<file path="config.mk">
export PLATFORM = sky130hd
export DESIGN_NAME = reg_scoreboard
export DESIGN_NICKNAME = d
export VERILOG_FILES = /design/src/rtl/sb_pkg.sv /design/src/rtl/sb_counter.sv /design/src/rtl/reg_scoreboard.sv
export SDC_FILE = /design/constraint.sdc
export NUM_CORES = 1
export LEC_CHECK = 0
export ABC_AREA = 1
export CAP_MARGIN = 20
export CORE_ASPECT_RATIO = 1.2
export CORE_MARGIN = 1.5
export CORE_UTILIZATION = 35
export CTS_CLUSTER_SIZE = 20
export DETAILED_ROUTE_END_ITERATION = 6
export SETUP_SLACK_MARGIN = 0.05
export SYNTH_ARGS = -nofsm -noshare
export SYNTH_HDL_FRONTEND = slang
export SYNTH_SLANG_ARGS = --single-unit
</file>
<file path="constraint.sdc">
create_clock -name clk_i -period 2.7 [get_ports clk_i]
set_clock_uncertainty 0.05 [all_clocks]
set_input_delay 0.27 -clock clk_i [delete_from_list [all_inputs] [get_ports clk_i]]
set_output_delay 0.27 -clock clk_i [all_outputs]
set_load 0.01 [all_outputs]
</file>
<file path="src/rtl/sb_pkg.sv">
// Shared constants and the DE-stage shadow entry used by the register scoreboard.
// Register indices are 3 bits wide, and each per-register in-flight counter is 2 bits wide.
package sb_pkg;
  localparam int REG_W = 3;
  localparam int NREG  = 8;
  localparam int CNT_W = 2;

  typedef struct packed {
    logic             v;
    logic [REG_W-1:0] rd;
    logic             wr;
    logic             ld;
  } de_entry_t;
endpackage

</file>
<file path="src/rtl/sb_counter.sv">
// In-flight write counter for one architectural register: one increment, two decrements.
// The counter saturates at both ends; reaching either end is illegal and is flagged by an assertion.
module sb_counter
  import sb_pkg::*;
#(
  parameter int W = CNT_W
) (
  input  logic clk_i,
  input  logic rst_i,
  input  logic en_i,
  input  logic inc_i,
  input  logic dec_a_i,
  input  logic dec_b_i,
  output logic busy_o
);

  logic [W-1:0]        cnt_q, cnt_d;
  logic signed [W+1:0] sum;
  logic                ovf, unf;

  // The net change lies in -2..+1, so two guard bits expose both overflow and underflow.
  always_comb begin
    sum = $signed({2'b00, cnt_q})
        + $signed({{(W+1){1'b0}}, inc_i})
        - $signed({{(W+1){1'b0}}, dec_a_i})
        - $signed({{(W+1){1'b0}}, dec_b_i});
    unf = sum[W+1];
    ovf = ~sum[W+1] & sum[W];
    if (unf) begin
      cnt_d = '0;
    end else if (ovf) begin
      cnt_d = '1;
    end else begin
      cnt_d = sum[W-1:0];
    end
  end

  always_ff @(posedge clk_i) begin
    if (rst_i) begin
      cnt_q <= '0;
    end else if (en_i) begin
      cnt_q <= cnt_d;
    end
  end

  assign busy_o = (cnt_q != '0);

  a_no_wrap : assert property (@(posedge clk_i) disable iff (rst_i) en_i |-> !(ovf || unf));

endmodule

</file>
<file path="src/rtl/reg_scoreboard.sv">
// Decode-stage register interlock: in-flight write tracking, load-use stall/bubble and issue control.
// Optional macro STALL_COUNT_EN adds a 16-bit load-use stall cycle counter output.
module reg_scoreboard
  import sb_pkg::*;
#(
  parameter int NREG = sb_pkg::NREG,
  parameter int CNT_W = sb_pkg::CNT_W
) (
  input  logic             clk_i,
  input  logic             rst_i,
  input  logic             id_valid_i,
  input  logic [REG_W-1:0] id_rs_i,
  input  logic [REG_W-1:0] id_rt_i,
  input  logic             id_rs_v_i,
  input  logic             id_rt_v_i,
  input  logic [REG_W-1:0] id_rd_i,
  input  logic             id_reg_write_i,
  input  logic             id_mem_read_i,
  input  logic             mem_stall_i,
  input  logic             flush_i,
  input  logic             wb_valid_i,
  input  logic             wb_reg_write_i,
  input  logic [REG_W-1:0] wb_rd_i,
`ifdef STALL_COUNT_EN
  output logic [15:0]      stall_cycles_o,
`endif
  output logic             stall_fd_o,
  output logic             bubble_de_o,
  output logic             issue_o,
  output logic [NREG-1:0]  busy_mask_o
);

  de_entry_t de_q, de_d;
  logic      load_use;
  logic      wb_dec;
  logic      flush_dec;

  always_comb begin
    load_use = de_q.v & de_q.ld & de_q.wr & id_valid_i &
               ((id_rs_v_i & (id_rs_i == de_q.rd)) | (id_rt_v_i & (id_rt_i == de_q.rd)));
    stall_fd_o  = mem_stall_i | load_use;
    bubble_de_o = load_use & ~mem_stall_i & ~flush_i;
    issue_o     = id_valid_i & ~stall_fd_o & ~flush_i;
    wb_dec      = wb_valid_i & wb_reg_write_i;
    flush_dec   = flush_i & de_q.v & de_q.wr;
  end

  // A stalled or flushed cycle leaves an empty slot in DE.
  always_comb begin
    de_d = '0;
    if (issue_o) begin
      de_d.v  = 1'b1;
      de_d.rd = id_rd_i;
      de_d.wr = id_reg_write_i;
      de_d.ld = id_mem_read_i;
    end
  end

  always_ff @(posedge clk_i) begin
    if (rst_i) begin
      de_q <= '0;
    end else if (!mem_stall_i) begin
      de_q <= de_d;
    end
  end

  for (genvar i = 0; i < NREG; i++) begin : g_cnt
    sb_counter #(.W(CNT_W)) u_cnt (
      .clk_i   (clk_i),
      .rst_i   (rst_i),
      .en_i    (~mem_stall_i),
      .inc_i   (issue_o & id_reg_write_i & (id_rd_i == REG_W'(i))),
      .dec_a_i (wb_dec & (wb_rd_i == REG_W'(i))),
      .dec_b_i (flush_dec & (de_q.rd == REG_W'(i))),
      .busy_o  (busy_mask_o[i])
    );
  end

`ifdef STALL_COUNT_EN
  logic [15:0] stall_cycles_q, stall_cycles_d;

  always_comb begin
    stall_cycles_d = stall_cycles_q;
    if (load_use && !mem_stall_i) begin
      stall_cycles_d = stall_cycles_q + 16'd1;
    end
  end

  always_ff @(posedge clk_i) begin
    if (rst_i) begin
      stall_cycles_q <= '0;
    end else begin
      stall_cycles_q <= stall_cycles_d;
    end
  end

  assign stall_cycles_o = stall_cycles_q;
`endif

endmodule

</file>
== Word-level counts from Yosys, hierarchy flattened ==
Cells that the tools add are included.
Word-level totals
  logic and storage cells: 146
  output and inout bits: 11
  input port bits: 23
  bits in registers: 22
Operators by class
  eq/ne operators: 23
  reductions and logical operators: 11
  bitwise gates (word level): 59
  add/sub/neg operators: 24
  multiplexer cells: 17
Operators with widths (number)
  $sub 4x2->4: 16
  $and 1x1->1: 46
  $eq 3x3->1 const B: 12
  $mux 2: 16
  $add 2x1->3: 8
  $eq 3x2->1 const B: 6
  $reduce_bool 2->1: 8
  $not 1->1: 11
  $eq 3x1->1 const B: 3
  $logic_not 3->1: 3
  $eq 3x3->1: 2
  $mux 6: 1
  $or 1x1->1: 2

== Longest topological paths before layout ==
  depth in word-level cells: 17
  mapped depth: 16
  gate-level depth less buffers: 16

== Cells and area by module ==
A second synthesis with hierarchy kept.
Second synthesis, totals
  cell total of the unflattened synthesis: 319
  area, all modules: 2205.9 µm²
By module, submodules not included
  sb_counter: area each 197.7 µm², sequential area each 40.0 µm², instances 8, cells each 25
  reg_scoreboard: area each 624.3 µm², sequential area each 120.1 µm², instances 1, cells each 119

== Least setup slack after synthesis ==
Ideal clock, no wire load.
  kind: reg2reg
  start point: register de_q[3] (netlist name)
  end point: register g_cnt[4].u_cnt.cnt_q[0]
  data required time: 2580 ps
  setup slack: 256 ps
  library setup time: 70 ps
  buffers on the path: 0
  data arrival time: 2324 ps
  stages on the path, launching flop included: 17
  path through: dfxtp_1 -> inv_2 -> nand2_1 -> nand2_1 -> nor2_1 -> nand2_1 -> nand2_2 -> nand2_4 -> nand4_2 -> nor2_1 -> ha_1 -> inv_1 -> fa_1 -> ha_1 -> xnor2_1 -> a32o_1 -> a21oi_1
Between the ends
  cells in the longest elaborated chain, start to end: 17
  elaborated cells between the ends (all ways): 21
  those cells by class: add/sub (3); eq/ne (3); mux (2); bitwise (13)
RTL lines
  from (decl): line reg_scoreboard.sv:33  | de_entry_t de_q, de_d;
  from (signal assigned): line reg_scoreboard.sv:61  | de_q <= '0;
  from (signal assigned): line reg_scoreboard.sv:63  | de_q <= de_d;
  $eq 3x3->1: line reg_scoreboard.sv:40  | ((id_rs_v_i & (id_rs_i == de_q.rd)) | (id_rt_v_i & (id_rt_i == de_q.rd)));
  $and 1x1->1: line reg_scoreboard.sv:40
  $or 1x1->1: line reg_scoreboard.sv:40
  $and 1x1->1: line reg_scoreboard.sv:39  | load_use = de_q.v & de_q.ld & de_q.wr & id_valid_i &
  $or 1x1->1: line reg_scoreboard.sv:41  | stall_fd_o = mem_stall_i | load_use;
  $not 1->1: line reg_scoreboard.sv:43  | issue_o = id_valid_i & ~stall_fd_o & ~flush_i;
  $and 1x1->1 (2 in series): line reg_scoreboard.sv:43
  $and 1x1->1 (2 in series): line reg_scoreboard.sv:72  | .inc_i (issue_o & id_reg_write_i & (id_rd_i == REG_W'(i))),
  $add 2x1->3: line sb_counter.sv:24  | + $signed({{(W+1){1'b0}}, inc_i})
  $sub 4x2->4: line sb_counter.sv:25  | - $signed({{(W+1){1'b0}}, dec_a_i})
  $sub 4x2->4 (*): line sb_counter.sv:26  | - $signed({{(W+1){1'b0}}, dec_b_i});
  $not 1->1: line sb_counter.sv:28  | ovf = ~sum[W+1] & sum[W];
  $and 1x1->1: line sb_counter.sv:28
  $mux 2: line sb_counter.sv:31  | end else if (ovf) begin
  $mux 2 (*): line sb_counter.sv:29  | if (unf) begin
  to (signal assigned): line sb_counter.sv:42  | cnt_q <= cnt_d;
  to (decl): line sb_counter.sv:17  | logic [W-1:0] cnt_q, cnt_d;
Every way passes the cells marked *; elsewhere a longest branch is shown, timed or not.
A chain may end at the register's enable or synchronous reset.

== Final worst setup path ==
  start point: input port id_rt_i[1]
  end point: register g_cnt[7].u_cnt.cnt_q[1]
Between the ends
  cells in the longest elaborated chain, start to end: 17
RTL lines
  from (decl): line reg_scoreboard.sv:13  | input logic [REG_W-1:0] id_rt_i,
  $eq 3x3->1 (*): line reg_scoreboard.sv:40
  $and 1x1->1 (*): line reg_scoreboard.sv:40
  $or 1x1->1 (*): line reg_scoreboard.sv:40
  $and 1x1->1 (*): line reg_scoreboard.sv:39
  $or 1x1->1 (*): line reg_scoreboard.sv:41
  $not 1->1 (*): line reg_scoreboard.sv:43
  $and 1x1->1 (*) (2 in series): line reg_scoreboard.sv:43
  $and 1x1->1 (*) (2 in series): line reg_scoreboard.sv:72
  $add 2x1->3 (*): line sb_counter.sv:24
  $sub 4x2->4 (*): line sb_counter.sv:25
  $sub 4x2->4 (*): line sb_counter.sv:26
  $not 1->1: line sb_counter.sv:28
  $and 1x1->1: line sb_counter.sv:28
  $mux 2: line sb_counter.sv:31
  $mux 2 (*): line sb_counter.sv:29
  to (signal assigned): line sb_counter.sv:42
  to (decl): line sb_counter.sv:17
Marks and branches as above.

==> metrics <==
Slew headroom=between 60 and 70%; P_sw=about 0.00024 W; WHS=420 ps; reg2reg start=de_q[4]; fmax=a little under 400 MHz; critical path fanouts, max=4; outcome=completed; Syn. warnings=0; DRC=0; CP endpoint kind=flip-flop; Finish-stage setup viols=0; Hold WC Path Type=reg2reg; GPL Wtd Cong=~0.78; # nets final=381; Yosys top cell by area=dfxtp_1; die footprint=between 6000 and 7000 um2; Vias/cell=approximately 4.6; Post-synth EDFFs=0; Synth top cells by count=inv_1 (50), nand2_1 (44), nor2_1 (36); DR WL met3=a little under 80 um; Top Ports=34; Post-DP HPWL=3600 um; P per Cell Area=~300 nW/um2; Synth async-reset ratio=0%; layout cells sized above 1=13.9%; flop2flop setup slack=between 150 and 200 ps; syn_nets=~350; port buffer count=33; Syn Area/Cell=roughly 7.6 um2; Worst-Margin Slew=between 400 and 500 ps; area fraction of the dominant cell type after synthesis=between 20% and 30%; Clock Power Share=28.0%; WHS Path Cells=2; min-delay src=de_q[5]; M1 WL=around 2000 um; area delta synth->final=24.3%; Initial Util=between 30% and 40%; Startpoint Class=input pin; Die Span X=between 70 and 80 um; max-slew violations=0; vias=~1800; clk root buf=clkbuf_8; pin count of the biggest net entering global routing=33; FF-to-FF path depth=15; fin area=2650 um2; post-layout min period=between 2000 and 3000 ps; Syn Inst Count=between 200 and 300; top_reg_cell synth=dfxtp_1; Post-DRT Antenna Nets=0; standby leakage power=around 1.2 nW; H-tree Lvls=1; final wirelength=between 4000 and 5000 um; combinational share of power=between 20% and 30%; worst r2r dst=g_cnt[7].u_cnt.cnt_q[1]; sequential power share=a little under half; TritonCTS clock tree=built; Crit Path Class=in2reg; gr ovfl total=0; vias in the first global route=between 1500 and 2000; Int Pwr=about 0.00055 W; clk_lat worst skew=roughly 270 ps; Worst Hold Path EP=de_q[5]; period utilisation layout=a little over nine tenths; pre-CTS WS=-165 ps; Post-CTS Setup Bufs=0; Worst Slack Setup Final=160 ps; Clock Sinks=22; Initial DRC Count=51; synth unique cells=24; most frequent cell after synthesis=inv_1; unrepaired setup endpoints after global routing=yes; VDD IR max=~180 uV; metal2 WL=2390 um; synth top area cells=dfxtp_1 (21%), fa_1 (15%), ha_1 (14%), inv_1 (8.8%), nand2_1 (7.8%); clock transition at the registers of the reported paths=approximately 90 ps; crit path DAT=around 2700 ps; final count of hold timing violations=0; Final TNS setup=0 ps; DR top layer=met4; register area share after synthesis=~21%; die height=between 80 and 90 um; Num CTS Buffers=3; ant diodes=0; std cell rows=30; sw frac=29.9%; max-cap violations=0; FF+latch count, synth=22; first-pass GRT wire length=about 7700 um; synthesized area=approximately 2100 um2; initial antenna violation count=0; Global Route Usage Sum=15.1%; Routed WL per cell=11.5 um; maximum buffer depth of the clock tree=2; drt pass-1 iters=4; Placed Instance Area=between 2000 and 3000 um2; worst path required time=2850 ps; core area=around 5800 um2
[sequential cells by signal, summed over array words and instances (netlist names)]
register / cells
de_q: 6
g_cnt.u_cnt.cnt_q: 16
[cells by family after synthesis]
kind of cell    after synthesis  synth area share, %
simple gates                101                 21.6
buf+inv                      65                 13.0
compound gates               46                 12.3
fa+ha+maj                    40                 29.1
flops                        22                 20.7
xor+xnor                      8                 3.29
[worst max path at each step]
| stage | start | endpoint | slack, ps | cells past startpoint |
|---|---|---|---|---|
| floorplan | de_q[3] | g_cnt[4].u_cnt.cnt_q[0] | 260 | 16 |
| global placement | id_rt_i[1] | g_cnt[1].u_cnt.cnt_q[1] | -140 | 16 |
| detailed placement | id_rt_i[1] | g_cnt[5].u_cnt.cnt_q[0] | -170 | 17 |
| CTS | id_rt_i[1] | g_cnt[3].u_cnt.cnt_q[1] | 100 | 16 |
| global route | id_rs_i[0] | g_cnt[7].u_cnt.cnt_q[1] | -10 | 16 |
| finish | id_rt_i[1] | g_cnt[7].u_cnt.cnt_q[1] | 160 | 16 |
[routing by layer]
metal / vias to the layer above / track usage [%]
met5: - / 0
met4: 0 / 5.05
met3: 4 / 1.71
met2: 20 / 27.0
met1: 851 / 18.5
li1: 930 / -
[cell type report]
type	instances	area, um2
timing repair buffer	44	413
sequential	22	443
tap	80	100
fill	613	3130
clock buffer	3	41.3
inverter	52	195
multi-input combinational	195	1450
[worst max-delay path, cell delays in order]
cell             delay (ps)
clkdlybuf4s50_1         490
inv_1                    40
nand2_1                  50
nand2_1                  40
nor2_1                   80
nand2_1                  70
nand2_2                  80
nand2_4                  60
nand4_2                 110
nor2_1                   70
ha_1                    270
inv_1                    40
fa_2                    330
buf_4                   150
fa_1                    390
a21oi_2                 160
[power groups by stage]
stage                     clock (W)  sequential (W)  combinational (W)
after floorplan                   0        0.000361           0.000133
after global placement            0        0.000367           0.000203
after detailed placement          0        0.000366           0.000207
after CTS                  0.000233        0.000359           0.000207
after global routing       0.000242        0.000363           0.000236
final                      0.000221        0.000359           0.000210
[cell usage in the layout (no fill, tap or decap), types with 11 or more instances in the layout]
| master | instances |
|---|---|
| a21oi_1 | 20 |
| nor2_1 | 36 |
| inv_1 | 50 |
| o21ai_0 | 16 |
| ha_1 | 22 |
| clkdlybuf4s50_1 | 33 |
| nand2_1 | 44 |
| dfxtp_1 | 20 |
| buf_4 | 11 |
[timing repair]
action	4_1_cts	5_1_grt
resized for setup	2	13
cloned	0	0
hold buffers	0	0
setup endpoints to repair	1	15
pin swaps	0	1
[per-stage QoR]
| stage | utilization (%) | total power [W] | instances |
|---|---|---|---|
| 3_3_place_gp | 44.3 | 0.000569 | 393 |
| 3_5_place_dp | 44.3 | 0.000573 | 393 |
| 4_1_cts | 45.1 | 0.000800 | 396 |
| 6_report | 45.8 | 0.000791 | 396 |
| 5_1_grt | 45.8 | 0.000841 | 396 |
| 2_1_floorplan | - | 0.000494 | 282 |
No activity file was read; power rests on OpenSTA's default activity.
